File: config.mk
export PLATFORM = sky130hd
export DESIGN_NAME = memory_arbiter_flat
export DESIGN_NICKNAME = d
export VERILOG_FILES = /design/src/rtl/memory_arbiter_if.sv /design/src/rtl/memory_arbiter.sv /design/src/flat_wrapper.sv
export SDC_FILE = /design/constraint.sdc
export NUM_CORES = 1
export LEC_CHECK = 0
export BUFFER_PORTS_ARGS = -buffer_cell sky130_fd_sc_hd__buf_4
export CAP_MARGIN = 10
export CORE_ASPECT_RATIO = 0.6
export CORE_MARGIN = 8
export CORE_UTILIZATION = 44
export CTS_CLUSTER_SIZE = 12
export DETAILED_ROUTE_END_ITERATION = 6
export GPL_TIMING_DRIVEN = 1
export PLACE_DENSITY = 0.91
export SLEW_MARGIN = 20
export SYNTH_ARGS = -nofsm -noshare
export SYNTH_HDL_FRONTEND = slang
export SYNTH_SLANG_ARGS = --single-unit
File: constraint.sdc
create_clock -name CLK -period 2.2 [get_ports CLK]
set_clock_uncertainty 0.05 [all_clocks]
set_input_delay 0.33 -clock CLK [delete_from_list [all_inputs] [get_ports CLK]]
set_output_delay 0.33 -clock CLK [all_outputs]
set_load 0.02 [all_outputs]
File: src/rtl/memory_arbiter_if.sv
// memory_arbiter_if: fetch, data and RAM bus signals of the arbiter.
// master = arbiter side, slave = requesters plus RAM slave.
interface memory_arbiter_if;
  logic        iren;
  logic [31:0] iaddr;
  logic [31:0] irdata;
  logic        i_ram_busy;

  logic        dren;
  logic        dwen;
  logic [31:0] daddr;
  logic [31:0] dwdata;
  logic [3:0]  dbyte_en;
  logic [31:0] drdata;
  logic        d_ram_busy;

  logic        ram_ren;
  logic        ram_wen;
  logic [31:0] ram_addr;
  logic [31:0] ram_wdata;
  logic [3:0]  ram_byte_en;
  logic [31:0] ram_rdata;
  logic        ram_busy;

  modport master (
    input  iren, iaddr,
    output irdata, i_ram_busy,
    input  dren, dwen, daddr, dwdata, dbyte_en,
    output drdata, d_ram_busy,
    output ram_ren, ram_wen, ram_addr,
    output ram_wdata, ram_byte_en,
    input  ram_rdata, ram_busy
  );

  modport slave (
    output iren, iaddr,
    input  irdata, i_ram_busy,
    output dren, dwen, daddr, dwdata, dbyte_en,
    input  drdata, d_ram_busy,
    input  ram_ren, ram_wen, ram_addr,
    input  ram_wdata, ram_byte_en,
    output ram_rdata, ram_busy
  );
endinterface

File: src/rtl/memory_arbiter.sv
// memory_arbiter: shares one RAM bus between fetch and data access.
// Ports: CLK, nRST (async low), bus (memory_arbiter_if.master).
module memory_arbiter #(
  parameter int STARVE_LIMIT = 4
) (
  input  logic CLK,
  input  logic nRST,
  memory_arbiter_if.master bus
);

  typedef enum logic [1:0] {
    IDLE,
    GNT_I,
    GNT_D
  } state_t;

  localparam logic [3:0] LIM = 4'(STARVE_LIMIT);

  state_t     state;
  logic [3:0] streak;
  logic       orphan;

  logic d_req;
  logic free;
  logic pick_d;
  logic pick_i;
  logic i_stale;
  logic d_stale;
  logic stale;
  logic orph_now;
  logic i_done;
  logic d_done;

  assign d_req = bus.dren | bus.dwen;

  // Arbitration happens from IDLE or on the completing cycle.
  assign free = (state == IDLE) | ~bus.ram_busy;

  assign pick_d = d_req &
                  ~(bus.iren & (streak == LIM));
  assign pick_i = bus.iren & ~pick_d;

  // Owner no longer asks for what is on the bus.
  assign i_stale = ~bus.iren |
                   (bus.iaddr != bus.ram_addr);
  assign d_stale = ~d_req |
                   (bus.daddr != bus.ram_addr) |
                   (bus.dbyte_en != bus.ram_byte_en) |
                   (bus.dwen != bus.ram_wen);

  always_comb begin
    stale = 1'b0;
    unique case (1'b1)
      state == GNT_I: stale = i_stale;
      state == GNT_D: stale = d_stale;
      default:        stale = 1'b0;
    endcase
  end

  assign orph_now = orphan | stale;

  assign i_done = (state == GNT_I) &
                  ~bus.ram_busy & ~orph_now;
  assign d_done = (state == GNT_D) &
                  ~bus.ram_busy & ~orph_now;

  assign bus.i_ram_busy = bus.iren & ~i_done;
  assign bus.d_ram_busy = d_req & ~d_done;

  assign bus.irdata = bus.ram_rdata;
  assign bus.drdata = bus.ram_rdata;

  always_ff @(posedge CLK or negedge nRST) begin
    if (!nRST) begin
      state           <= IDLE;
      streak          <= 4'd0;
      orphan          <= 1'b0;
      bus.ram_ren     <= 1'b0;
      bus.ram_wen     <= 1'b0;
      bus.ram_addr    <= 32'd0;
      bus.ram_wdata   <= 32'd0;
      bus.ram_byte_en <= 4'd0;
    end else begin
      if (free) begin
        orphan <= 1'b0;
        if (pick_d) begin
          state           <= GNT_D;
          bus.ram_ren     <= ~bus.dwen;
          bus.ram_wen     <= bus.dwen;
          bus.ram_addr    <= bus.daddr;
          bus.ram_wdata   <= bus.dwdata;
          bus.ram_byte_en <= bus.dbyte_en;
        end else if (pick_i) begin
          state           <= GNT_I;
          bus.ram_ren     <= 1'b1;
          bus.ram_wen     <= 1'b0;
          bus.ram_addr    <= bus.iaddr;
          bus.ram_wdata   <= 32'd0;
          bus.ram_byte_en <= 4'hF;
        end else begin
          state       <= IDLE;
          bus.ram_ren <= 1'b0;
          bus.ram_wen <= 1'b0;
        end
      end else if (stale) begin
        orphan <= 1'b1;
      end

      if (!bus.iren) begin
        streak <= 4'd0;
      end else if (free && pick_i) begin
        streak <= 4'd0;
      end else if (free && pick_d &&
                   streak != LIM) begin
        streak <= streak + 4'd1;
      end
    end
  end

endmodule

File: src/flat_wrapper.sv
// flat-port wrapper written by rule: the top's interface ports become plain ports
module memory_arbiter_flat 
#(
  parameter int STARVE_LIMIT = 4
)
  (CLK, nRST, bus_iren, bus_iaddr, bus_irdata, bus_i_ram_busy, bus_dren, bus_dwen, bus_daddr, bus_dwdata, bus_dbyte_en, bus_drdata, bus_d_ram_busy, bus_ram_ren, bus_ram_wen, bus_ram_addr, bus_ram_wdata, bus_ram_byte_en, bus_ram_rdata, bus_ram_busy);
  memory_arbiter_if bus_i ();
  input  logic CLK;
  input  logic nRST;
  input wire logic [$bits(bus_i.iren)-1:0] bus_iren;
  input wire logic [$bits(bus_i.iaddr)-1:0] bus_iaddr;
  output wire logic [$bits(bus_i.irdata)-1:0] bus_irdata;
  output wire logic [$bits(bus_i.i_ram_busy)-1:0] bus_i_ram_busy;
  input wire logic [$bits(bus_i.dren)-1:0] bus_dren;
  input wire logic [$bits(bus_i.dwen)-1:0] bus_dwen;
  input wire logic [$bits(bus_i.daddr)-1:0] bus_daddr;
  input wire logic [$bits(bus_i.dwdata)-1:0] bus_dwdata;
  input wire logic [$bits(bus_i.dbyte_en)-1:0] bus_dbyte_en;
  output wire logic [$bits(bus_i.drdata)-1:0] bus_drdata;
  output wire logic [$bits(bus_i.d_ram_busy)-1:0] bus_d_ram_busy;
  output wire logic [$bits(bus_i.ram_ren)-1:0] bus_ram_ren;
  output wire logic [$bits(bus_i.ram_wen)-1:0] bus_ram_wen;
  output wire logic [$bits(bus_i.ram_addr)-1:0] bus_ram_addr;
  output wire logic [$bits(bus_i.ram_wdata)-1:0] bus_ram_wdata;
  output wire logic [$bits(bus_i.ram_byte_en)-1:0] bus_ram_byte_en;
  input wire logic [$bits(bus_i.ram_rdata)-1:0] bus_ram_rdata;
  input wire logic [$bits(bus_i.ram_busy)-1:0] bus_ram_busy;
  assign bus_i.iren = bus_iren;
  assign bus_i.iaddr = bus_iaddr;
  assign bus_irdata = bus_i.irdata;
  assign bus_i_ram_busy = bus_i.i_ram_busy;
  assign bus_i.dren = bus_dren;
  assign bus_i.dwen = bus_dwen;
  assign bus_i.daddr = bus_daddr;
  assign bus_i.dwdata = bus_dwdata;
  assign bus_i.dbyte_en = bus_dbyte_en;
  assign bus_drdata = bus_i.drdata;
  assign bus_d_ram_busy = bus_i.d_ram_busy;
  assign bus_ram_ren = bus_i.ram_ren;
  assign bus_ram_wen = bus_i.ram_wen;
  assign bus_ram_addr = bus_i.ram_addr;
  assign bus_ram_wdata = bus_i.ram_wdata;
  assign bus_ram_byte_en = bus_i.ram_byte_en;
  assign bus_i.ram_rdata = bus_ram_rdata;
  assign bus_i.ram_busy = bus_ram_busy;
  memory_arbiter #(.STARVE_LIMIT(STARVE_LIMIT)) u_core (.CLK(CLK), .nRST(nRST), .bus(bus_i));
endmodule
==> results.sh, run 1 <==
export IMPL_place_hpwl_um=11500
export IMPL_timing_final_crit_period_ns=2.53
export IMPL_critical_path_arrival_ns=2.15
export IMPL_antenna_diode_count=0
export IMPL_grt_overflow=0
export IMPL_grt_start_max_net_pins=70
export IMPL_power_switching_share=0.357
export IMPL_avgSynthCellArea_um2=9.51
export IMPL_floorplan_initialDensity=0.453
export IMPL_netlist_top_cells_area="sky130_fd_sc_hd__dfrtp_1, sky130_fd_sc_hd__buf_4, sky130_fd_sc_hd__xor2_1"
export IMPL_die_area_mm2=0.0137
export IMPL_floorplan_io_pins=274
export IMPL_first_global_vias=4198
export IMPL_family_with_the_most_delay_on_the_worst_path="simple AND/OR/NAND/NOR gates"
export IMPL_floorplan_rows=28
export IMPL_cp_buf_inv_count=2
export IMPL_synth_cells=469
export IMPL_worst_slew_pin_transition_ns=0.752
export IMPL_period_share=1.15
export IMPL_finalWeightedCongestion=0.866
export IMPL_critical_setup_path_kind="reg -> out"
export IMPL_yosys_register_bits=77
export IMPL_synth_cell_types=34
export IMPL_synthesis_area_mm2=0.00446
export IMPL_nNetsFinal=749
export IMPL_crit_required_ns=1.82
export IMPL_design_core_area_mm2=0.00984
export IMPL_multiInputGateArea_mm2=0.00205
export IMPL_totalWireLength_um=14700
export IMPL_outcome="complete, but fails checks"
export IMPL_area_sequential_mm2=0.00193
export IMPL_standard_cell_with_the_maximum_stage_delay_on_the_critical_path="sky130_fd_sc_hd__dfrtp_1"
export IMPL_final_setup_viol_count=2
export IMPL_placed_instances=729
export IMPL_power_share_of_the_sequential_group=0.358
export IMPL_cellPowerDensity_mw_per_mm2=855
export IMPL_flow_area_growth_from_synthesis_pct=36.0
export IMPL_utilization=0.616
export IMPL_synth_largest_type_area_fraction=0.432
export IMPL_grt_antenna_before_repair=0
export IMPL_detail_route_vias_per_cell=5.37
export IMPL_synth_sequential_area_ratio=0.432
export IMPL_chain_of_cells_forming_the_critical_path="xor2_1, nor4_1, buf_4, nand4_1, o31ai_2, a41oi_1, buf_4"
export IMPL_wl_per_cell_um=19.8
export IMPL_track_usage=0.207
export IMPL_synth_top_cell_by_area="sky130_fd_sc_hd__dfrtp_1"
export IMPL_relSlewSlack=0.497
export IMPL_remaining_drc_errors=0
export IMPL_failed_checks="negative setup slack"
export IMPL_power_frac_clock=0.273
export IMPL_synthesis_nets=612
export IMPL_slowest_delay_ns=0.40
export IMPL_finish_instance_area_mm2=0.00606
export IMPL_cts_buffers=9
export IMPL_grt_setup_unrepaired="yes"
export IMPL_timing_critical_path_fanout_max=2
export IMPL_cellInternalPower_w=0.00333
export IMPL_switching_power_w=0.00185
export IMPL_total_leakage_power_nw=2.87
export IMPL_dr_pass1_iters=5
export IMPL_die_w_um=146
export IMPL_h_tree_depth=3
export IMPL_cts_max_path_bufs=2
export IMPL_antenna_left=0
export IMPL_total_power_w=0.00518
export IMPL_port_buffers=177
export IMPL_comb_power_share=0.369
export IMPL_clock_sink_count=77
export IMPL_cap_violations=0
export IMPL_synth_warning_count=0
export IMPL_share_of_layout_cells_above_drive_strength_1=0.406
export IMPL_die_height_um=94.0
export IMPL_num_fill_cells=853
export IMPL_tns_ns=-0.636
export IMPL_smallest_setup_slack_after_layout_ns=-0.333
export IMPL_vias=4003
export IMPL_clock_tree_root_cell="sky130_fd_sc_hd__clkbuf_16"
export IMPL_max_clock_freq_mhz=395
export IMPL_first_iter_violations=201
export IMPL_worst_path_most_repeated_cell="sky130_fd_sc_hd__buf_4"
export IMPL_maxSlewViolCount=0
export IMPL_detailed_place_area_mm2=0.00565
export IMPL_final_hold_viol_count=0
export IMPL_crit_path_start_kind="register"
export IMPL_min_delay_path_class="in -> reg"
export IMPL_stdcell_count=746
export IMPL_ir_drop_mv=0.480
export IMPL_endpoint_kind="primary output"
export IMPL_clk_pin_slew_worst_paths_ns=0.06
export IMPL_grt_first_pass_wirelength_um=22400
export IMPL_clkLatencyLatePin_ns=0.33
export IMPL_tritoncts="built"
==> synth_stat cells <==
cell type and instances:
sky130_fd_sc_hd__nand3_1 4, sky130_fd_sc_hd__xor2_1 36, sky130_fd_sc_hd__and2_1 1, sky130_fd_sc_hd__a21o_1 1, sky130_fd_sc_hd__a41oi_1 2, sky130_fd_sc_hd__a21oi_2 1, sky130_fd_sc_hd__a41o_1 1, sky130_fd_sc_hd__and2_0 1
sky130_fd_sc_hd__a21oi_1 5, sky130_fd_sc_hd__o21ai_2 1, sky130_fd_sc_hd__dfrtp_1 77, sky130_fd_sc_hd__or3_1 1, sky130_fd_sc_hd__nand2_1 68, sky130_fd_sc_hd__nor3_1 3, sky130_fd_sc_hd__nand2_4 1, sky130_fd_sc_hd__ha_1 5
sky130_fd_sc_hd__a22o_1 33, sky130_fd_sc_hd__inv_1 6, sky130_fd_sc_hd__nor2_2 2, sky130_fd_sc_hd__a31oi_1 32, sky130_fd_sc_hd__xnor2_1 33, sky130_fd_sc_hd__nor4_1 10, sky130_fd_sc_hd__o31ai_1 2, sky130_fd_sc_hd__nor2_1 35
sky130_fd_sc_hd__nand4_1 9, sky130_fd_sc_hd__nand3b_1 1, sky130_fd_sc_hd__buf_4 65, sky130_fd_sc_hd__nor2b_2 1, sky130_fd_sc_hd__o21ai_0 5, sky130_fd_sc_hd__o22a_1 5, sky130_fd_sc_hd__nand2b_1 1, sky130_fd_sc_hd__nand4b_1 1
sky130_fd_sc_hd__clkbuf_1 9, sky130_fd_sc_hd__buf_2 11
==> kinds of logic after synthesis <==
logic type,synth area share
buffers and inverters,0.134
XOR/XNOR,0.136
AND/OR/NAND/NOR,0.138
AO/OA/AOI/OAI,0.146
adder cells (fa/ha/maj),0.0140
flip-flops,0.432
==> layout make-up <==
cell class | instances | area share
sequential | 77 | 0.318
inverter | 6 | 0.00372
timing repair buffer | 211 | 0.264
clock buffer | 10 | 0.0394
multi-input combinational | 301 | 0.339
clock inverter | 6 | 0.00784
tap | 135 | 0.0279
==> sequential cells by signal, summed over array words and instances, names as in the netlist <==
signal,cells
u_core.bus.ram_addr,32
u_core.bus.ram_byte_en,4
u_core.bus.ram_ren,1
u_core.bus.ram_wdata,32
u_core.bus.ram_wen,1
u_core.orphan,1
u_core.state,2
u_core.streak,4
==> path summary, 6_finish.rpt <==
kind	start	endpoint	slack, ns	cells past startpoint
max in group asynchronous	nRST	u_core.bus.ram_addr[21]	0.99	3
worst max register to register	u_core.streak[0]	u_core.streak[2]	0.24	7
worst min register to register	u_core.bus.ram_wdata[17]	u_core.bus.ram_wdata[17]	0.46	1
min in group asynchronous	nRST	u_core.bus.ram_addr[2]	0.48	2
worst max-delay path	u_core.bus.ram_addr[1]	bus_i_ram_busy	-0.33	7
worst min-delay path	bus_dwdata[22]	u_core.bus.ram_wdata[22]	0.16	2
==> metrics by stage <==
step	setup WS (ns)	hold slack, ns
after floorplan	0.190	-0.0156
after global placement	-0.0563	0.281
after detailed placement	-0.140	0.283
after CTS	-0.316	0.148
after global routing	-0.406	0.152
final	-0.333	0.162
==> cells in the final DEF (no fill, tap or decap), types with 6 or more instances in the layout <==
| cell | count |
|---|---|
| sky130_fd_sc_hd__buf_4 | 208 |
| sky130_fd_sc_hd__dfrtp_1 | 77 |
| sky130_fd_sc_hd__nand2_1 | 68 |
| sky130_fd_sc_hd__xor2_1 | 35 |
| sky130_fd_sc_hd__nor2_1 | 34 |
| sky130_fd_sc_hd__a22o_1 | 33 |
| sky130_fd_sc_hd__a31oi_1 | 32 |
| sky130_fd_sc_hd__xnor2_1 | 28 |
| sky130_fd_sc_hd__nand4_1 | 9 |
| sky130_fd_sc_hd__clkbuf_16 | 9 |
| sky130_fd_sc_hd__inv_1 | 6 |
==> layer usage <==
layer / vias to the layer above / part of all wire / GRT usage
met5: - / 0 / 0
met4: 0 / 0.014 / 0.0551
met3: 20 / 0.10 / 0.0957
met2: 217 / 0.46 / 0.320
met1: 1946 / 0.42 / 0.259
li1: 1820 / - / -
==> power groups by stage <==
stage | clock, W | combinational (W) | sequential, W
6_report | 0.00141 | 0.00191 | 0.00186
5_1_grt | 0.00150 | 0.00204 | 0.00188
4_1_cts | 0.00145 | 0.00190 | 0.00185
3_5_place_dp | 0 | 0.00186 | 0.00187
3_3_place_gp | 0 | 0.00181 | 0.00185
2_1_floorplan | 0 | 0.000785 | 0.00215
==> timing repair <==
| action | 4_1_cts | 5_1_grt |
|---|---|---|
| setup endpoints to repair | 35 | 2 |
| buffers inserted | 0 | 0 |
| gates resized for setup | 14 | 4 |
| endpoints found under the hold margin | 33 | 0 |
| pin swaps | 8 | 2 |
| hold buffers | 1 | 0 |
(Power assumes the default switching activity.)
==> inputs of run 2 (changes only) <==
CORE_MARGIN = 4   (was 8)
CORE_UTILIZATION = 39   (was 44)
PLACE_DENSITY = 0.86   (was 0.91)
clock period = 2.3 ns   (was 2.2 ns; I/O delays follow)
==> results.sh, run 2 (synthesis results as in run 1) <==
export IMPL_grt_setup_unrepaired="yes"
export IMPL_cap_violations=0
export IMPL_port_buffers=177
export IMPL_clock_tree_root_cell="sky130_fd_sc_hd__clkbuf_16"
export IMPL_h_tree_depth=3
export IMPL_pre_cts_ws_ns=-0.0109
export IMPL_stdcell_count=746
export IMPL_max_clock_freq_mhz=399
export IMPL_worst_slew_pin_transition_ns=0.640
export IMPL_track_usage=0.213
export IMPL_critical_setup_path_kind="reg -> out"
export IMPL_timing_final_crit_period_ns=2.51
export IMPL_min_delay_path_class="in -> async"
export IMPL_timing_hold_ws_ns=-0.0195
export IMPL_design_core_area_mm2=0.0108
export IMPL_crit_required_ns=1.90
export IMPL_maxSlewViolCount=0
export IMPL_die_area_mm2=0.0133
export IMPL_floorplan_io_pins=274
export IMPL_placed_instances=714
export IMPL_first_iter_violations=246
export IMPL_flow_area_growth_from_synthesis_pct=37.0
export IMPL_floorplan_rows=29
export IMPL_largest_registers="u_core.bus.ram_addr (32), u_core.bus.ram_wdata (32)"
export IMPL_final_setup_viol_count=3
export IMPL_antenna_left=0
export IMPL_share_of_layout_cells_above_drive_strength_1=0.407
export IMPL_cts_buffers=9
export IMPL_crit_path_start_kind="register"
export IMPL_place_hpwl_um=10700
export IMPL_die_w_um=146
export IMPL_die_height_um=90.8
export IMPL_relSlewSlack=0.573
export IMPL_smallest_setup_slack_after_layout_ns=-0.205
export IMPL_grt_antenna_before_repair=0
export IMPL_grt_start_max_net_pins=49
export IMPL_clock_sink_count=77
export IMPL_critical_path_arrival_ns=2.11
export IMPL_final_hold_viol_count=17
export IMPL_final_cell_mix="sky130_fd_sc_hd__buf_4, sky130_fd_sc_hd__dfrtp_1, sky130_fd_sc_hd__nand2_1"
export IMPL_grt_first_pass_wirelength_um=22800
export IMPL_timing_critical_path_fanout_max=3
export IMPL_cts_max_path_bufs=2
export IMPL_floorplan_initialDensity=0.411
export IMPL_nNetsFinal=746
export IMPL_vias=4001
export IMPL_grt_overflow=0
export IMPL_detail_route_vias_per_cell=5.36
export IMPL_mostFrequentLayoutCell="sky130_fd_sc_hd__buf_4"
export IMPL_rrSetupSlack_ns=-0.13
export IMPL_finalWeightedCongestion=0.885
export IMPL_total_leakage_power_nw=2.90
export IMPL_totalWireLength_um=14400
export IMPL_endpoint_kind="primary output"
export IMPL_clk_pin_slew_worst_paths_ns=0.06
export IMPL_dr_pass1_iters=5
export IMPL_cellPowerDensity_mw_per_mm2=833
export IMPL_period_share=1.09
export IMPL_wl_per_cell_um=19.2
export IMPL_failed_checks="negative hold slack, negative setup slack"
export IMPL_tns_ns=-0.533
export IMPL_hold_buffers=0
export IMPL_clkLatencyLatePin_ns=0.33
export IMPL_outcome="complete, but fails checks"
export IMPL_tritoncts="built"
export IMPL_ir_drop_mv=0.348
export IMPL_antenna_diode_count=0
export IMPL_remaining_drc_errors=0
export IMPL_first_global_vias=4103
run 2: cell types whose count changed in the layout (fill, tap and decap cells not counted), moves of 2 or more:
cell | before | now
sky130_fd_sc_hd__buf_4 | 208 | 204
sky130_fd_sc_hd__clkbuf_1 | 0 | 2
sky130_fd_sc_hd__xnor2_1 | 28 | 24
sky130_fd_sc_hd__buf_12 | 1 | 3
sky130_fd_sc_hd__xnor2_2 | 5 | 9
sky130_fd_sc_hd__bufinv_16 | 0 | 2
sky130_fd_sc_hd__clkinvlp_4 | 4 | 0
run 2: per-layer routing:
metal	wire length (µm)	part of all wire	GRT usage	vias to the layer above
met5	0	0	0	-
li1	-	-	-	1819
met2	6280	0.44	0.308	228
met3	1610	0.11	0.0913	20
met4	188	0.013	0.0524	0
met1	6280	0.44	0.294	1934
run 2: worst max-delay path, stage by stage (launching register included):
cell	delay, ns
sky130_fd_sc_hd__dfrtp_1	0.40
sky130_fd_sc_hd__xnor2_1	0.19
sky130_fd_sc_hd__nand4_1	0.21
sky130_fd_sc_hd__nor4_2	0.38
sky130_fd_sc_hd__a41o_1	0.26
sky130_fd_sc_hd__a41oi_1	0.14
sky130_fd_sc_hd__buf_4	0.19
run 2: worst paths after layout:
kind                                       endpoint  cells past startpoint                startpoint
setup reg to reg                      u_core.orphan                     14   u_core.bus.ram_addr[14]
min in group CLK           u_core.bus.ram_wdata[30]                      2            bus_dwdata[30]
max in group asynchronous    u_core.bus.ram_addr[4]                      2                      nRST
hold / removal              u_core.bus.ram_addr[23]                      1                      nRST
setup / recovery                     bus_i_ram_busy                      6   u_core.bus.ram_addr[18]
hold reg to reg            u_core.bus.ram_wdata[29]                      1  u_core.bus.ram_wdata[29]
run 2: power by group:
part | internal (W) | total [W] | switching, W
Clock | 0.000946 | 0.00150 | 0.000558
Combinational | 0.000830 | 0.00179 | 0.000955
Sequential | 0.00158 | 0.00180 | 0.000221
run 2: through the flow:
stage / area [µm²] / util / total power (W)
4_1_cts: 6060 / 0.558 / 0.00508
3_3_place_gp: 5540 / 0.510 / 0.00342
2_1_floorplan: 4460 / - / 0.00280
6_report: 6110 / 0.563 / 0.00509
5_1_grt: 6110 / 0.563 / 0.00532
3_5_place_dp: 5540 / 0.510 / 0.00347
run 2: cell type report:
type | count | area, µm²
fillers | 938 | 4740
multi-input cells | 301 | 2070
flip-flops and latches | 77 | 1930
repair buffers | 208 | 1600
clock buffers | 11 | 233
well taps | 139 | 174
clock inverters | 4 | 73.8
inverters | 6 | 22.5
run 2: repair_timing:
| item | in CTS | in global routing |
|---|---|---|
| endpoints found under the setup margin | 2 | 3 |
| pin swaps | 13 | 6 |
| buffers inserted | 16 | 1 |
| gates resized for setup | 14 | 7 |
